File: src/rtl/pipe_ctrl_pkg.sv
// Shared types and constants for the pipeline hazard/stall controller.
package pipe_ctrl_pkg;

    localparam int unsigned RegIdxW     = 5;
    localparam int unsigned DefaultCntW = 32;

    typedef enum logic [1:0] {
        StIdle    = 2'd0,
        StRun     = 2'd1,
        StMemWait = 2'd2,
        StError   = 2'd3
    } pipe_state_e;

endpackage

File: src/rtl/pipe_ctrl_hazard_detect.sv
// Combinational load-use detector: a load in EX whose destination feeds the instruction in ID.
module hazard_detect
    import pipe_ctrl_pkg::*;
(
    input  logic [RegIdxW-1:0] rs1,
    input  logic [RegIdxW-1:0] rs2,
    input  logic [RegIdxW-1:0] rd,
    input  logic               memread,
    output logic               load_use
);

    // x0 is never a real producer, so a load to it cannot create a hazard.
    assign load_use = memread && (rd != '0) && ((rd == rs1) || (rd == rs2));

endmodule

File: src/rtl/pipe_ctrl.sv
// Pipeline control FSM (IDLE/RUN/MEM_WAIT/ERROR) with load-use, branch and memory-stall handling.
// Optional performance counters are built only when PIPE_CTRL_PERF_EN is defined.
module pipe_ctrl
    import pipe_ctrl_pkg::*;
#(
    parameter int unsigned MEM_TIMEOUT = 64,
    parameter int unsigned CNT_W       = DefaultCntW
) (
    input  logic               clk_i,
    input  logic               rst_i,
    input  logic               start_i,
    input  logic [RegIdxW-1:0] IF_ID_rs1_i,
    input  logic [RegIdxW-1:0] IF_ID_rs2_i,
    input  logic [RegIdxW-1:0] ID_EX_rd_i,
    input  logic               ID_EX_memread_i,
    input  logic               branch_taken_i,
    input  logic               mem_busy_i,
    output logic               PC_write_o,
    output logic               IF_ID_write_o,
    output logic               IF_ID_flush_o,
    output logic               ID_EX_bubble_o,
    output logic               EX_MEM_hold_o,
    output logic [1:0]         state_o,
    output logic               timeout_o,
    output logic [CNT_W-1:0]   stall_cnt_o,
    output logic [CNT_W-1:0]   flush_cnt_o
);

    pipe_state_e      state_q, state_d;
    logic [CNT_W-1:0] wait_q, wait_d;
    logic             load_use;

    hazard_detect u_hazard_detect (
        .rs1      (IF_ID_rs1_i),
        .rs2      (IF_ID_rs2_i),
        .rd       (ID_EX_rd_i),
        .memread  (ID_EX_memread_i),
        .load_use (load_use)
    );

    always_comb begin
        state_d        = state_q;
        wait_d         = wait_q;
        PC_write_o     = 1'b0;
        IF_ID_write_o  = 1'b0;
        IF_ID_flush_o  = 1'b0;
        ID_EX_bubble_o = 1'b0;
        EX_MEM_hold_o  = 1'b0;

        unique case (state_q)
            StIdle: begin
                ID_EX_bubble_o = 1'b1;
                if (start_i) state_d = StRun;
            end
            StRun: begin
                if (mem_busy_i) begin
                    EX_MEM_hold_o = 1'b1;
                    state_d       = StMemWait;
                    wait_d        = CNT_W'(1);
                end else if (load_use) begin
                    ID_EX_bubble_o = 1'b1;
                end else if (branch_taken_i) begin
                    PC_write_o    = 1'b1;
                    IF_ID_write_o = 1'b1;
                    IF_ID_flush_o = 1'b1;
                end else begin
                    PC_write_o    = 1'b1;
                    IF_ID_write_o = 1'b1;
                end
            end
            StMemWait: begin
                // Freeze holds through the exit cycle; the pipeline resumes on the next one.
                EX_MEM_hold_o = 1'b1;
                if (!mem_busy_i) begin
                    state_d = StRun;
                end else if (wait_q == CNT_W'(MEM_TIMEOUT)) begin
                    state_d = StError;
                end else if (wait_q != '1) begin
                    wait_d = wait_q + 1'b1;
                end
            end
            StError: begin
                EX_MEM_hold_o = 1'b1;
            end
            default: state_d = StIdle;
        endcase

        // Controls read as IDLE while reset is asserted, not only after the edge.
        if (rst_i) begin
            PC_write_o     = 1'b0;
            IF_ID_write_o  = 1'b0;
            IF_ID_flush_o  = 1'b0;
            ID_EX_bubble_o = 1'b1;
            EX_MEM_hold_o  = 1'b0;
        end
    end

    always_ff @(posedge clk_i) begin
        if (rst_i) begin
            state_q <= StIdle;
            wait_q  <= '0;
        end else begin
            state_q <= state_d;
            wait_q  <= wait_d;
        end
    end

    assign state_o   = state_q;
    assign timeout_o = (state_q == StError);

`ifdef PIPE_CTRL_PERF_EN
    logic [CNT_W-1:0] stall_cnt_q, flush_cnt_q;

    always_ff @(posedge clk_i) begin
        if (rst_i) begin
            stall_cnt_q <= '0;
            flush_cnt_q <= '0;
        end else begin
            if (((state_q == StRun) || (state_q == StMemWait)) && !PC_write_o) begin
                stall_cnt_q <= stall_cnt_q + 1'b1;
            end
            if (IF_ID_flush_o) begin
                flush_cnt_q <= flush_cnt_q + 1'b1;
            end
        end
    end

    assign stall_cnt_o = stall_cnt_q;
    assign flush_cnt_o = flush_cnt_q;
`else
    assign stall_cnt_o = '0;
    assign flush_cnt_o = '0;
`endif

endmodule

File: config.mk
export PLATFORM = sky130hd
export DESIGN_NAME = pipe_ctrl
export DESIGN_NICKNAME = d
export VERILOG_FILES = /design/src/rtl/pipe_ctrl_pkg.sv /design/src/rtl/pipe_ctrl_hazard_detect.sv /design/src/rtl/pipe_ctrl.sv
export SDC_FILE = /design/constraint.sdc
export NUM_CORES = 1
export LEC_CHECK = 0
export CORE_UTILIZATION = 49
export CTS_BUF_LIST = sky130_fd_sc_hd__clkbuf_2
export CTS_CLUSTER_SIZE = 24
export DETAILED_ROUTE_END_ITERATION = 10
export GPL_TIMING_DRIVEN = 1
export PLACE_DENSITY = 0.81
export RECOVER_POWER = 100
export SKIP_LAST_GASP = 1
export SYNTH_ARGS = -nofsm -noshare
export SYNTH_HDL_FRONTEND = slang
export SYNTH_SLANG_ARGS = --single-unit
File: constraint.sdc
create_clock -name clk_i -period 2.8 [get_ports clk_i]
set_input_delay 0.56 -clock clk_i [delete_from_list [all_inputs] [get_ports clk_i]]
set_output_delay 0.56 -clock clk_i [all_outputs]
set_load 0.02 [all_outputs]
### Word-level counts from Yosys, hierarchy flattened

Index checks and enable logic that the tools add are counted.

* eq/ne operators: 13
* add/subtract/negate cells: 1
* reduce and logical (&&, ||, !) cells: 10
* mux-type cells: 26

Operator list (number)
* $mux 32: 4
* $pmux 32 s2: 1
* $add 32x1->32 const B: 1
* $eq 32x7->1 const B: 1
* $ne 32x32->1 const B: 1
* $mux 1: 14
* $eq 5x5->1: 2
* $ne 2x2->1 const B: 5
* $mux 2: 4
* $pmux 2 s3: 1
* $reduce_and 5->1: 1
* $reduce_bool 5->1: 1
* $eq 2x2->1 const B: 2
* $pmux 1 s2: 2
* $reduce_and 4->1: 1
* $ne 3x3->1 const B: 1
* $reduce_bool 3->1: 1
* $eq 2x1->1 const B: 1
* $logic_and 1x1->1: 2
* $logic_not 2->1: 1
* $reduce_bool 2->1: 1
* $reduce_or 2->1: 1
* $logic_or 1x1->1: 1

* register bits: 34
* word-level logic and storage cells: 52
* output and inout bits: 72
* input port bits: 21

### Longest topological paths before layout

* depth in word-level cells: 7
* gate-level depth with buffers: 9
* depth with buffers taken out: 7

### By module

A second synthesis with hierarchy kept.

* cell total of the unflattened synthesis: 345
* area, all modules: 2636.3 um^2

By module, submodules not included
* pipe_ctrl: area each 2511.2 um^2, times used 1, cells an instance 328, sequential area each 680.7 um^2
* hazard_detect: area each 125.1 um^2, times used 1, cells an instance 17, sequential area each 0.0 um^2

### Worst setup path before layout

No wires, ideal clock.

* path kind: in2out
* from: input port ID_EX_rd_i[0]
* to: output port PC_write_o
* arrival time: 2.089 ns
* cell stages on the path: 5
* path buffers: 1
* data required time: 2.240 ns
* setup slack: 0.151 ns
* cells stage by stage: or4_1 > o21ai_0 > a21oi_1 > nor3_1 > buf_4

* word-level cells in the longest chain between the ends: 7
* elaborated cells on any way between the ends: 10
* those cells by class: eq/ne: 2; mux: 4; reduce/logical: 4

RTL lines
* start, declared: line pipe_ctrl.sv:14 `input logic [RegIdxW-1:0] ID_EX_rd_i,`
* $eq 5x5->1 or $reduce_bool 5->1 (tied branches): line pipe_ctrl_hazard_detect.sv:13 `assign load_use = memread && (rd != '0) && ((rd == rs1) || (rd == rs2));`
* $logic_or 1x1->1 or $logic_and 1x1->1 (tied branches): line pipe_ctrl_hazard_detect.sv:13
* $logic_and 1x1->1 *: line pipe_ctrl_hazard_detect.sv:13
* $mux 1 * (4 in series)
* end, declared: line pipe_ctrl.sv:18 `output logic PC_write_o,`

Every way passes the cells marked *; elsewhere a longest branch is shown, timed or not.

### Worst setup path in the final report

* from: input port ID_EX_rd_i[4]
* to: output port ID_EX_bubble_o

* word-level cells in the longest chain between the ends: 7
* elaborated cells on any way between the ends: 10
* those cells by class: eq/ne: 2; mux: 4; reduce/logical: 4

RTL lines
* $eq 5x5->1 or $reduce_bool 5->1 (tied branches): line pipe_ctrl_hazard_detect.sv:13
* $logic_or 1x1->1 or $logic_and 1x1->1 (tied branches): line pipe_ctrl_hazard_detect.sv:13
* $logic_and 1x1->1 *: line pipe_ctrl_hazard_detect.sv:13
* $mux 1 *: line pipe_ctrl.sv:60 `end else if (load_use) begin`
* $mux 1 *: line pipe_ctrl.sv:56 `if (mem_busy_i) begin`
* $pmux 1 s2 *: line pipe_ctrl.sv:50 `unique case (state_q)`
* $mux 1 *: line pipe_ctrl.sv:89 `if (rst_i) begin`
* end, declared: line pipe_ctrl.sv:21 `output logic ID_EX_bubble_o,`

Marked as above.

==> metrics.md <==
| Metric | Value |
|---|---|
| Status | `finished clean` |
| Worst setup SP type | `primary input` |
| Post-synth top flop | `dfxtp_1` |
| Via density | `6.03` |
| DP Area | `3220 um2` |
| Leakage | `0.00124 uW` |
| Avg Synthesized Cell Area | `7.93 um2` |
| Clock latency on the worst-skew pair | `0.42 ns` |
| Crit end category | `output port` |
| CP delay by family, top | `buffers and inverters` |
| Minimum hold slack | `0.529 ns` |
| Cells along the critical path | `clkdlybuf4s50_1, or4_4, o21ai_2, a21oi_2, buf_4, a211o_1, buf_4` |
| Setup TNS Final | `0 ns` |
| Slew headroom | `54.6%` |
| DR WL met2 | `3530 um` |
| Worst setup margin | `0.0130 ns` |
| Synthesized flop and latch total | `34` |
| Largest cells by area after synthesis | `dfxtp_1, buf_4, nand2_1, a41oi_1, nand4_1` |
| Core Area | `5960 um2` |
| Global-route wire length before repair | `12,600 um` |
| Post-synth EDFFs | `0` |
| Worst reg-to-reg setup slack | `0.19 ns` |
| Slowest cell on crit path | `clkdlybuf4s50_1` |
| Drt pass-1 iters | `6` |
| CP max stage delay | `0.47 ns` |
| Clk slew on worst S/H paths | `0.18 ns` |
| Area grow syn2layout | `7.31%` |
| WL met1 | `3060 um` |
| DRC | `0` |
| Crit path buf inv count | `3` |
| CP Max Fanout | `3` |
| TritonCTS Buffers | `5` |
| Hold Crit Class | `reg -> reg` |
| Final setup fails | `0` |
| Root Buffer | `clkbuf_2` |
| Ys async rst share | `0%` |
| Slew Limit Fails | `0` |
| Largest net degree at the start of global routing | `32` |
| Synth top cells by count | `buf_4, dfxtp_1, nand2_1` |
| Post-synth cell types | `67` |
| Compound-Gate Fraction of Synth Area | `24.0%` |
| Die width | `80.6 um` |
| CTS tree | `yes` |
| ANT cells | `0` |
| Maximum vdd drop | `0.226 mV` |
| Largest family of logic cells by synthesized area | `simple AND/OR/NAND/NOR gates` |
| R2R depth | `7` |
| Post-synthesis sequential area ratio | `22.5%` |
| Crit-path most repeated cell | `buf_4` |
| Final GP Congestion | `0.926` |
| Highest metal used | `met4` |
| Adder-cell share of the synthesized area | `2.89%` |
| Row cnt | `28` |
| GRT Util Overall | `24.8%` |
| CP arrival | `2.23 ns` |
| WHS Path Cells | `1` |
| WL met3 | `765 um` |
| DRT iter0 DRCs | `413` |
| Fill cells | `574` |
| Actual slew at the worst max-slew pin | `0.673 ns` |
| # clock sinks | `34` |
| End of the worst hold path | `wait_q[20]` |
| Die Span Y | `80.6 um` |
| Max Root-Sink Buffers | `2` |
| H-tree depth | `2` |
| Worst EP required | `2.24 ns` |
| Minimum clock period | `2.79 ns` |
| Hold path startpoint | `wait_q[20]` |
| Final #Nets | `443` |
| Number of global-route vias before repair | `2,616` |
| Power per cell area | `330 nW/um2` |
| Max Clk Rate | `359 MHz` |
| Post-DP HPWL | `5480 um` |
| Post-synthesis simple-gate area fraction | `26.4%` |
| Port bufs | `28` |
| Maxcap violations | `0` |
| Antenna-violating nets left | `0` |
| Avg WL per Cell | `15.5 um` |
| Post-synth top area share | `22.5%` |
| GR Overflow Total | `0` |
| Mux cell area share after synthesis | `0.331%` |
| Crit Path Category | `in -> out` |
| Clk_skew | `0.0189 ns` |
| Vias | `2,954` |
| Worst r2r dst | `wait_q[22]` |
| Layout cells sized above 1 | `12.8%` |
| Post-synthesis xor/xnor area fraction | `2.89%` |
| Mapped Area | `3030 um2` |
| Fin. Hold Viols | `0` |
| Initial Utilization | `50.8%` |
| Setup Slack @ Placement | `-0.545 ns` |
| Post-layout util | `54.6%` |
| Die area | `6500 um2` |
| Final Cell Area | `3250 um2` |
| Worst R2R Start | `wait_q[0]` |
| Yosys warning total | `0` |
| Post-synth top area cell | `dfxtp_1` |
| Final period utilization | `99.5%` |
| Most common cell in the synthesized netlist | `buf_4` |
| Synth Instances | `382` |
| Initial antenna violation count | `0` |
| Final WL | `7580 um` |
| Top Ports | `93` |
## where the power goes
group          total [uW]  internal (uW)  switching, uW  leakage [uW]
logic                 328            105            223      0.000941
clock network         229           53.8            176     0.0000286
registers             515            496           18.9      0.000274
total                1070            655            417       0.00124
## per-stage QoR
| stage | power (uW) | cells |
|---|---|---|
| final | 1070 | 490 |
| after global routing | 1120 | 490 |
| after CTS | 1070 | 490 |
| after detailed placement | 853 | 483 |
| after global placement | 846 | 483 |
| after floorplan | 805 | 445 |
## worst register-to-register path, cell delays in order (launching register included)
cell      delay (ns)
dfxtp_1         0.49
ha_1            0.30
nand4_1         0.19
nor4_4          0.39
nand4_1         0.36
clkbuf_2        0.37
a41oi_1         0.26
o21ba_2         0.17
## layer usage
metal | up-vias | global-route usage, %
met5 | - | 0
met4 | 0 | 10.2
met3 | 31 | 4.43
met2 | 201 | 39.2
met1 | 1347 | 32.9
li1 | 1375 | -
## flip-flops by register name, summed over array words and instances, names as in the netlist
signal	flops
state_o	2
wait_q	32
## cells by family after synthesis
| kind of cell | count (synthesis) |
|---|---|
| other | 1 |
| xor gates and xnor gates | 10 |
| AOI/OAI and AO/OA | 95 |
| buffers and inverters | 100 |
| and+or+nand+nor | 134 |
| adders and majority gates | 7 |
| muxes | 1 |
| DFF | 34 |
## cell type report
class,count,area [um2],area share (%)
clock buffer,5,25.0,0.770
timing repair buffer,50,420,12.9
inverter,13,48.8,1.50
tap,75,93.8,2.89
multi-input combinational,311,1970,60.6
sequential,34,681,20.9
clock inverter,2,10.0,0.308
## cells in the final DEF (no fill, tap or decap), types with 4 or more instances in the layout
| master | count |
|---|---|
| inv_1 | 13 |
| and3_1 | 5 |
| a311oi_1 | 4 |
| a21oi_1 | 6 |
| ha_1 | 7 |
| clkbuf_2 | 7 |
| dfxtp_1 | 34 |
| nand3_1 | 7 |
| o41ai_1 | 4 |
| o21ba_2 | 4 |
| nor2_1 | 11 |
| xor2_1 | 6 |
| o21ai_0 | 15 |
| nand2_1 | 32 |
| a31oi_1 | 10 |
| buf_4 | 19 |
| nor4_1 | 14 |
| nor3_1 | 9 |
| and2_1 | 4 |
| clkdlybuf4s50_1 | 18 |
| nand4_1 | 16 |
| a41oi_1 | 13 |
| a21o_1 | 4 |
| and4_1 | 5 |
| conb_1 | 64 |
| xnor2_1 | 4 |
| nor2b_1 | 6 |
## worst max-delay path by stage
stage,from,end,slack (ns),cells past startpoint
2_1_floorplan,ID_EX_rd_i[0],PC_write_o,0.15,5
3_3_place_gp,ID_EX_rd_i[3],IF_ID_flush_o,-0.45,6
3_5_place_dp,ID_EX_rd_i[3],IF_ID_flush_o,-0.54,6
4_1_cts,ID_EX_rd_i[0],PC_write_o,0.003,6
5_1_grt,ID_EX_rd_i[4],ID_EX_bubble_o,-0.02,7
6_report,ID_EX_rd_i[4],ID_EX_bubble_o,0.01,7
## timing repair
action | CTS | global route
setup buffers | 0 | 0
setup endpoints to repair | 4 | 6
gates resized for setup | 23 | 5
hold buffers | 0 | 0
pin swaps | 2 | 3
Note: power is estimated with default switching activity, not from simulation.
